--- src/rtl/ram_arbiter_pkg.sv ---
// Shared constants and types for the two-port RAM arbiter / byte sequencer.
package ram_arbiter_pkg;

  localparam int unsigned WORD_W     = 32;
  localparam int unsigned BYTE_W     = 8;
  localparam int unsigned RAM_RD_LAT = 1;

  localparam logic PORT_FETCH = 1'b0;
  localparam logic PORT_DATA  = 1'b1;

  typedef enum logic [2:0] {
    ST_IDLE,
    ST_RD_ADDR,
    ST_RD_CAPT,
    ST_WR,
    ST_DONE
  } state_t;

  // Little-endian byte lane k of a 32-bit word.
  function automatic logic [BYTE_W-1:0] byte_lane(input logic [WORD_W-1:0] w,
                                                  input logic [1:0] k);
    return w[{k, 3'b000} +: BYTE_W];
  endfunction

endpackage

--- src/rtl/ram_arbiter_rr_arb2.sv ---
// Combinational two-way round-robin picker; on a tie the port not granted last wins.
import ram_arbiter_pkg::*;

module rr_arb2 (
  input  logic [1:0] req,
  input  logic       last_grant,
  output logic [1:0] gnt
);

  always_comb begin
    gnt = 2'b00;
    case (req)
      2'b01:   gnt = 2'b01;
      2'b10:   gnt = 2'b10;
      2'b11:   gnt = (last_grant == PORT_DATA) ? 2'b01 : 2'b10;
      default: gnt = 2'b00;
    endcase
  end

endmodule

--- src/rtl/ram_arbiter.sv ---
// Two-port round-robin arbiter that serialises 1-4 byte transfers onto a byte-wide RAM.
import ram_arbiter_pkg::*;

module ram_arbiter #(
  parameter int unsigned ADDR_W = 16
) (
  input  logic              ram_clk,
  input  logic              rst,
  input  logic              p0_req,
  input  logic [ADDR_W-1:0] p0_addr,
  input  logic              p0_we,
  input  logic [1:0]        p0_nbytes,
  input  logic [31:0]       p0_wdata,
  output logic              p0_done,
  output logic [31:0]       p0_rdata,
  input  logic              p1_req,
  input  logic [ADDR_W-1:0] p1_addr,
  input  logic              p1_we,
  input  logic [1:0]        p1_nbytes,
  input  logic [31:0]       p1_wdata,
  output logic              p1_done,
  output logic [31:0]       p1_rdata,
  output logic              ram_we,
  output logic [ADDR_W-1:0] ram_addr,
  output logic [7:0]        ram_din,
  input  logic [7:0]        ram_dout
);

  state_t              state;
  logic                last_grant;
  logic                sel;
  logic [ADDR_W-1:0]   addr;
  logic [1:0]          nbytes;
  logic [1:0]          k;
  logic [WORD_W-1:0]   wdata;
  logic [WORD_W-1:0]   asm_word;

  logic [1:0]          gnt;
  logic [ADDR_W-1:0]   g_addr;
  logic                g_we;
  logic [1:0]          g_nbytes;
  logic [WORD_W-1:0]   g_wdata;
  logic [1:0]          k_next;
  logic [ADDR_W-1:0]   addr_next;
  logic [WORD_W-1:0]   asm_next;

  rr_arb2 u_rr (
    .req        ({p1_req, p0_req}),
    .last_grant (last_grant),
    .gnt        (gnt)
  );

  // Granted port's request fields, next byte address and word with the current lane filled in.
  always_comb begin
    g_addr    = gnt[1] ? p1_addr   : p0_addr;
    g_we      = gnt[1] ? p1_we     : p0_we;
    g_nbytes  = gnt[1] ? p1_nbytes : p0_nbytes;
    g_wdata   = gnt[1] ? p1_wdata  : p0_wdata;
    k_next    = k + 2'd1;
    addr_next = addr + ADDR_W'(k_next);
    asm_next  = asm_word;
    asm_next[{k, 3'b000} +: BYTE_W] = ram_dout;
  end

  always_ff @(posedge ram_clk or posedge rst) begin
    if (rst) begin
      state      <= ST_IDLE;
      last_grant <= PORT_DATA;
      sel        <= PORT_FETCH;
      addr       <= '0;
      nbytes     <= 2'd0;
      k          <= 2'd0;
      wdata      <= '0;
      asm_word   <= '0;
      p0_done    <= 1'b0;
      p1_done    <= 1'b0;
      p0_rdata   <= '0;
      p1_rdata   <= '0;
      ram_we     <= 1'b0;
      ram_addr   <= '0;
      ram_din    <= 8'd0;
    end else begin
      p0_done <= 1'b0;
      p1_done <= 1'b0;
      ram_we  <= 1'b0;
      case (state)
        ST_IDLE: begin
          if (|gnt) begin
            sel      <= gnt[1];
            addr     <= g_addr;
            nbytes   <= g_nbytes;
            wdata    <= g_wdata;
            k        <= 2'd0;
            asm_word <= '0;
            ram_addr <= g_addr;
            if (g_we) begin
              ram_we  <= 1'b1;
              ram_din <= byte_lane(g_wdata, 2'd0);
              state   <= ST_WR;
            end else begin
              state   <= ST_RD_ADDR;
            end
          end
        end
        ST_RD_ADDR: state <= ST_RD_CAPT;
        ST_RD_CAPT: begin
          asm_word <= asm_next;
          if (k == nbytes) begin
            state <= ST_DONE;
            if (sel == PORT_DATA) begin
              p1_done  <= 1'b1;
              p1_rdata <= asm_next;
            end else begin
              p0_done  <= 1'b1;
              p0_rdata <= asm_next;
            end
          end else begin
            k        <= k_next;
            ram_addr <= addr_next;
            state    <= ST_RD_ADDR;
          end
        end
        ST_WR: begin
          if (k == nbytes) begin
            state <= ST_DONE;
            if (sel == PORT_DATA) p1_done <= 1'b1;
            else                  p0_done <= 1'b1;
          end else begin
            k        <= k_next;
            ram_we   <= 1'b1;
            ram_addr <= addr_next;
            ram_din  <= byte_lane(wdata, k_next);
          end
        end
        ST_DONE: begin
          last_grant <= sel;
          state      <= ST_IDLE;
        end
        default: state <= ST_IDLE;
      endcase
    end
  end

endmodule

--- config.mk ---
export PLATFORM = sky130hd
export DESIGN_NAME = ram_arbiter
export DESIGN_NICKNAME = d
export VERILOG_FILES = /design/src/rtl/ram_arbiter_pkg.sv /design/src/rtl/ram_arbiter_rr_arb2.sv /design/src/rtl/ram_arbiter.sv
export SDC_FILE = /design/constraint.sdc
export NUM_CORES = 1
export LEC_CHECK = 0
export BUFFER_PORTS_ARGS = -buffer_cell sky130_fd_sc_hd__buf_2
export CORE_MARGIN = 3
export CORE_UTILIZATION = 30
export CTS_CLUSTER_DIAMETER = 150
export DETAILED_ROUTE_END_ITERATION = 10
export PLACE_DENSITY_LB_ADDON = 0.08
export SLEW_MARGIN = 20
export SYNTH_ARGS = -nofsm -noshare
export SYNTH_HDL_FRONTEND = slang
export SYNTH_HIERARCHICAL = 1
export SYNTH_SLANG_ARGS = --single-unit
--- constraint.sdc ---
create_clock -name ram_clk -period 14.9 [get_ports ram_clk]
set_input_delay 1.49 -clock ram_clk [delete_from_list [all_inputs] [get_ports ram_clk]]
set_output_delay 1.49 -clock ram_clk [all_outputs]
set_load 0.02 [all_outputs]
Word-level counts from Yosys, hierarchy flattened
Cells that the tools add are included.

storage, ports and cells
  bits in registers = 180
  latch bits = 0
  bits in writable memories = 0
  bits in read-only memories = 0
  input bits = 114
  output and inout port bits = 91
  word-level logic and storage cells = 82
  memories = 0

operators by class
  add/sub/neg operators = 3
  multiply operators = 0
  div/mod/pow operators = 0
  order comparisons = 0
  equal/unequal tests = 13
  shift-type cells = 3
  multiplexer cells = 34
  bitwise operators = 1
  reductions and logical operators = 13

operators with widths
  kind                                                  count
  2-to-1 mux 32 bit                                     2
  case mux 32 bit (2 select lines)                      1
  2-to-1 mux 16 bit                                     3
  bitwise mux 32 bit                                    1
  case mux 16 bit (2 select lines)                      1
  variable shift 8 x 7 -> 32 bit, first input constant  1
  indexed part select 32 x 6 -> 8 bit                   1
  indexed part select 8 x 7 -> 32 bit                   1
  2-to-1 mux 8 bit                                      3
  adder 16 x 2 -> 16 bit                                1
  case mux 8 bit (2 select lines)                       1
  case mux 3 bit (4 select lines)                       1
  2-to-1 mux 1 bit                                      10
  2-to-1 mux 2 bit                                      5
  inequality test 2 bit, second input constant          5
  2-to-1 mux 3 bit                                      3
  AND reduction 3 bit                                   3
  negator 5 -> 7 bit                                    1
  equality test 3 x 2 -> 1 bit, second input constant   2
  case mux 2 bit (3 select lines)                       1
  AND reduction 2 bit                                   3
  nonzero test 2 bit                                    3
  equality test 2 bit, second input constant            2
  case mux 2 bit (2 select lines)                       1
  10 further kinds                                      11

Longest topological paths before layout
  depth in word-level cells = 6
  mapped depth = 8
  mapped depth without buffers = 8

Modules after synthesis
Netlist, hierarchy kept.

by module, submodules not included
  module       instances  cells each  area an instance (µm²)  seq. area each (µm²)
  ram_arbiter  1          744         8,500.7                 4,505.6
  rr_arb2      1          3           18.8                    0.0

Worst setup path after synthesis
OpenSTA, ideal clock, no wires.

  path kind = input to register
  start = input p1_req
  end = register ram_din[0]
  arrival = 2,884 ps
  required time = 14,775 ps
  path slack = 11,891 ps
  stages on the path = 6
  cells stage by stage = a21boi_0 > buf_2 > buf_1 > mux2i_1 > a21oi_1 > mux2_2

on the way
  longest elaborated chain between the ends = 6
  elaborated cells between the ends (all ways) = 13

ends and longest elaborated chain
  item                                                                        RTL line                   RTL
  start, declared                                                             ram_arbiter.sv:16          input logic p1_req,
  equality test 2 bit / equality test 2 x 1 -> 1 bit (equally long branches)  ram_arbiter_rr_arb2.sv:12  case (req)
  case mux 2 bit (3 select lines) (*)                                         ram_arbiter_rr_arb2.sv:12
  2-to-1 mux 32 bit                                                           ram_arbiter.sv:58          g_wdata = gnt[1] ? p1_wdata : p0_wdata;
  2-to-1 mux 8 bit                                                            ram_arbiter.sv:96          if (g_we) begin
  2-to-1 mux 8 bit                                                            ram_arbiter.sv:88          if (|gnt) begin
  case mux 8 bit (2 select lines)                                             ram_arbiter.sv:86          case (state)
  end signal, assigned                                                        ram_arbiter.sv:98          ram_din <= byte_lane(g_wdata, 2'd0);
  end signal, assigned                                                        ram_arbiter.sv:132         ram_din <= byte_lane(wdata, k_next);
  end, declared                                                               ram_arbiter.sv:25          output logic [7:0] ram_din,

Every way passes the cells marked *; elsewhere a longest branch is shown, timed or not. The select of a mux whose other input is x is not followed.
A chain may end at the register's enable or synchronous reset.

Final worst setup path
  start = register k[0]
  end = register ram_addr[15]

on the way
  longest elaborated chain between the ends = 4
  elaborated cells between the ends (all ways) = 7

ends and longest elaborated chain
  item                              RTL line                                RTL
  start, declared                   ram_arbiter.sv:34                       logic [1:0] k;
  start signal, assigned            ram_arbiter.sv:118                      k <= k_next;
  start signal, assigned            ram_arbiter.sv:129                      k <= k_next;
  adder 2 x 1 -> 2 bit              ram_arbiter.sv:59                       k_next = k + 2'd1;
  adder 16 x 2 -> 16 bit            ram_arbiter.sv:60                       addr_next = addr + ADDR_W'(k_next);
  2-to-1 mux 16 bit                 ram_arbiter.sv:108, ram_arbiter.sv:124
  case mux 16 bit (2 select lines)  ram_arbiter.sv:86
  end signal, assigned              ram_arbiter.sv:95                       ram_addr <= g_addr;
  end signal, assigned              ram_arbiter.sv:119                      ram_addr <= addr_next;
  end signal, assigned              ram_arbiter.sv:131                      ram_addr <= addr_next;
  end, declared                     ram_arbiter.sv:24                       output logic [ADDR_W-1:0] ram_addr,

Parallel ways exist; a longest one is shown, timed or not. The select of a mux whose other input is x is not followed.

==> reports/metrics.cfg <==
[cts]
clock-sinks = 180
cts_max_level = 4
cts-resized-gates = 0
cts_max_path_buffers = 2
cts_tree = built
cts_setup_buffers = 0
ctsHoldBuffers = 0
clockRootBuffer = clkbuf_16
clkLatencyLatePin_ns = 0.44
cts.clk_slew.worst_paths_ns = 0.07
cts_buffers = 17

[logic_synthesis]
synth.largest_area_cell = dfrtp_1
ys_top_cells_by_count = 179 x dfrtp_1, 98 x nand2_1, 76 x o21ai_0
avgSynthCellArea_um2 = 11.4
netlist_instances = 747
synth-seq-cells = 180
synth_async_sr_flop_share = 1.00
yosys.area_share.simple = 0.0891
synth_seq_area_share = 0.529
synth-compound-area-share = 0.119
yosys.cell_types.count = 55
synth_fa_ha_area_frac = 0.0126
muxShareOfSynthArea = 0.182
synth_area_leaders = dfrtp_1 53%, mux2_2 8.1%, mux2i_1 6.0%, o21ai_0 4.5%, nand2_1 4.3%
synth_xor_area_frac = 0.0163
yosysMostFrequentCell = dfrtp_1
yosysTopAreaCellShare = 0.526
synth_edf_count = 0
synth_top_family_by_area = multiplexers
synth_nets = 869
netlist_area_mm2 = 0.00852
yosysWarnings = 6
synth_flop_cell = dfrtp_1

[place]
port_buffers = 204
gp_congestion = 0.697
hpwl_um = 14700

[route]
wl_met2_um = 9870
wl_met3_um = 1120
m1WireLength_um = 10400
wl_per_cell_um = 16.5
wl_um = 21600
ant_nets = 0
routed.top_layer = met4
via_count = 5968
first_pass_iters = 4
drt_iter0_markers = 348
detail_route.vias_per_cell = 4.54
drc = 0

[hold_path]
hold_class = flop to flop

[sta]
max_freq_mhz = 275
fin_crit_sh = 0.244
clock_skew_ns = 0.0138
maxSlewHeadroom = 0.366
fin_crit_ns = 3.64
finalMaxSlewViolations = 0
worst-slew-pin-transition_ns = 0.938
rsz0062_at_grt = false
holdWs_ns = 0.478
finalHoldViolations = 0
finalSetupViolCount = 0
fin_setup_tns_ns = 0

[grt]
grt_overflow = 0
grt_pass1_vias = 6158
grt_max_degree = 112
grt_first_pass_wirelength_um = 35000
track_usage = 0.145
antenna_found_initial = 0

[status]
outcome = complete, no violations

[die]
die_h_um = 175
die_w_um = 175
die_area_mm2 = 0.0305
core_area_mm2 = 0.0279
ios = 205
start_util = 0.306
rows = 61

[finish]
drive_gt1_frac = 0.359
nets = 1047
syn2layout_area_growth_pct = 22.2
n_antenna_cell = 0

[power]
p_leak_nw = 5.23
ir_worst_vdd_v = 0.0000890
pwr_density_cell_mw_per_mm2 = 196

[flow_run]
cap_viol_max_count = 0

[setup_path]
critical_path_class = flop to flop
startpoint_type = flop
crit_arrival_ns = 3.96
rrSetupSlack_ns = 11.26
crit_fanout = 16
required_ns = 15.22
worstSetupEndpointType = flop

==> layout make-up <==
type                            instances  area, um^2
Tap cell                              378         473
Inverter                               42         165
Sequential cell                       180        4510
Timing Repair Buffer                  210        1070
Fill cell                            2804       17400
Clock buffer                           18         429
Multi-Input combinational cell        474        3600
Clock inverter                         13         174
==> registers in the layout, summed over array words and instances, names as in the netlist, 2 cells and up <==
signal / count
asm_word: 32
p0_rdata: 32
p1_rdata: 32
wdata: 32
addr: 16
ram_addr: 16
ram_din: 8
state: 3
k: 2
nbytes: 2
==> path summary, 6_finish.rpt <==
path	from	to	cells after the start
worst max register to register	k[0]	ram_addr[15]	8
worst min-delay path	p0_rdata[30]	p0_rdata[30]	1
max in group asynchronous	rst	asm_word[13]	3
worst min register to register	p0_rdata[30]	p0_rdata[30]	1
min in group asynchronous	rst	p1_rdata[13]	2
worst max-delay path	k[0]	ram_addr[15]	8
==> metrics by stage <==
stage / util / worst slack (ns) / total power, W / cells / instance area (um^2)
6_report: 0.374 / 11.26 / 0.00204 / 1315 / 10400
5_1_grt: 0.374 / 10.79 / 0.00220 / 1315 / 10400
4_1_cts: 0.374 / 11.12 / 0.00208 / 1315 / 10400
3_5_place_dp: 0.352 / 10.79 / 0.00159 / 1284 / 9810
3_3_place_gp: 0.352 / 10.86 / 0.00159 / 1284 / 9810
2_1_floorplan: - / 8.52 / 0.00135 / 747 / 8520
==> critical path: stages, from the launching register on <==
cell and delay (ns):
dfrtp_1 0.81, inv_1 0.32, ha_1 0.94, ha_1 0.37, a21oi_1 0.42, nor3_1 0.16, nand3_1 0.14, xnor2_1 0.07
a221o_1 0.29
==> per-layer routing <==
metal / track usage / vias to the layer above
met4: 0.0359 / 0
met3: 0.0336 / 17
li1: - / 2941
met1: 0.205 / 2858
met5: 0 / -
met2: 0.226 / 152
==> cell families after synthesis <==
| family | count (synthesis) |
|---|---|
| DFF | 180 |
| and+or+nand+nor | 161 |
| AOI/OAI and AO/OA | 158 |
| muxes | 132 |
| buffers and inverters | 93 |
| xor gates and xnor gates | 15 |
| adders and majority gates | 8 |
==> layout by cell type (no fill, tap or decap), drive strengths merged, types with 15 or more instances in the layout <==
cell / Yosys / final
nand2: 99 / 99
nor2: 27 / 27
mux2: 73 / 73
buf: 35 / 210
inv: 42 / 47
mux2i: 51 / 51
a21oi: 15 / 15
a22o: 33 / 33
clkbuf: 16 / 18
o21ai: 77 / 77
a21o: 15 / 15
dfrtp: 179 / 179
==> power breakdown <==
group	internal, W	switching (W)
clock network	0.000267	0.000208
logic	0.000329	0.000465
registers	0.000652	0.000119
total	0.00125	0.000793
Note: power is estimated with default switching activity, not from simulation.
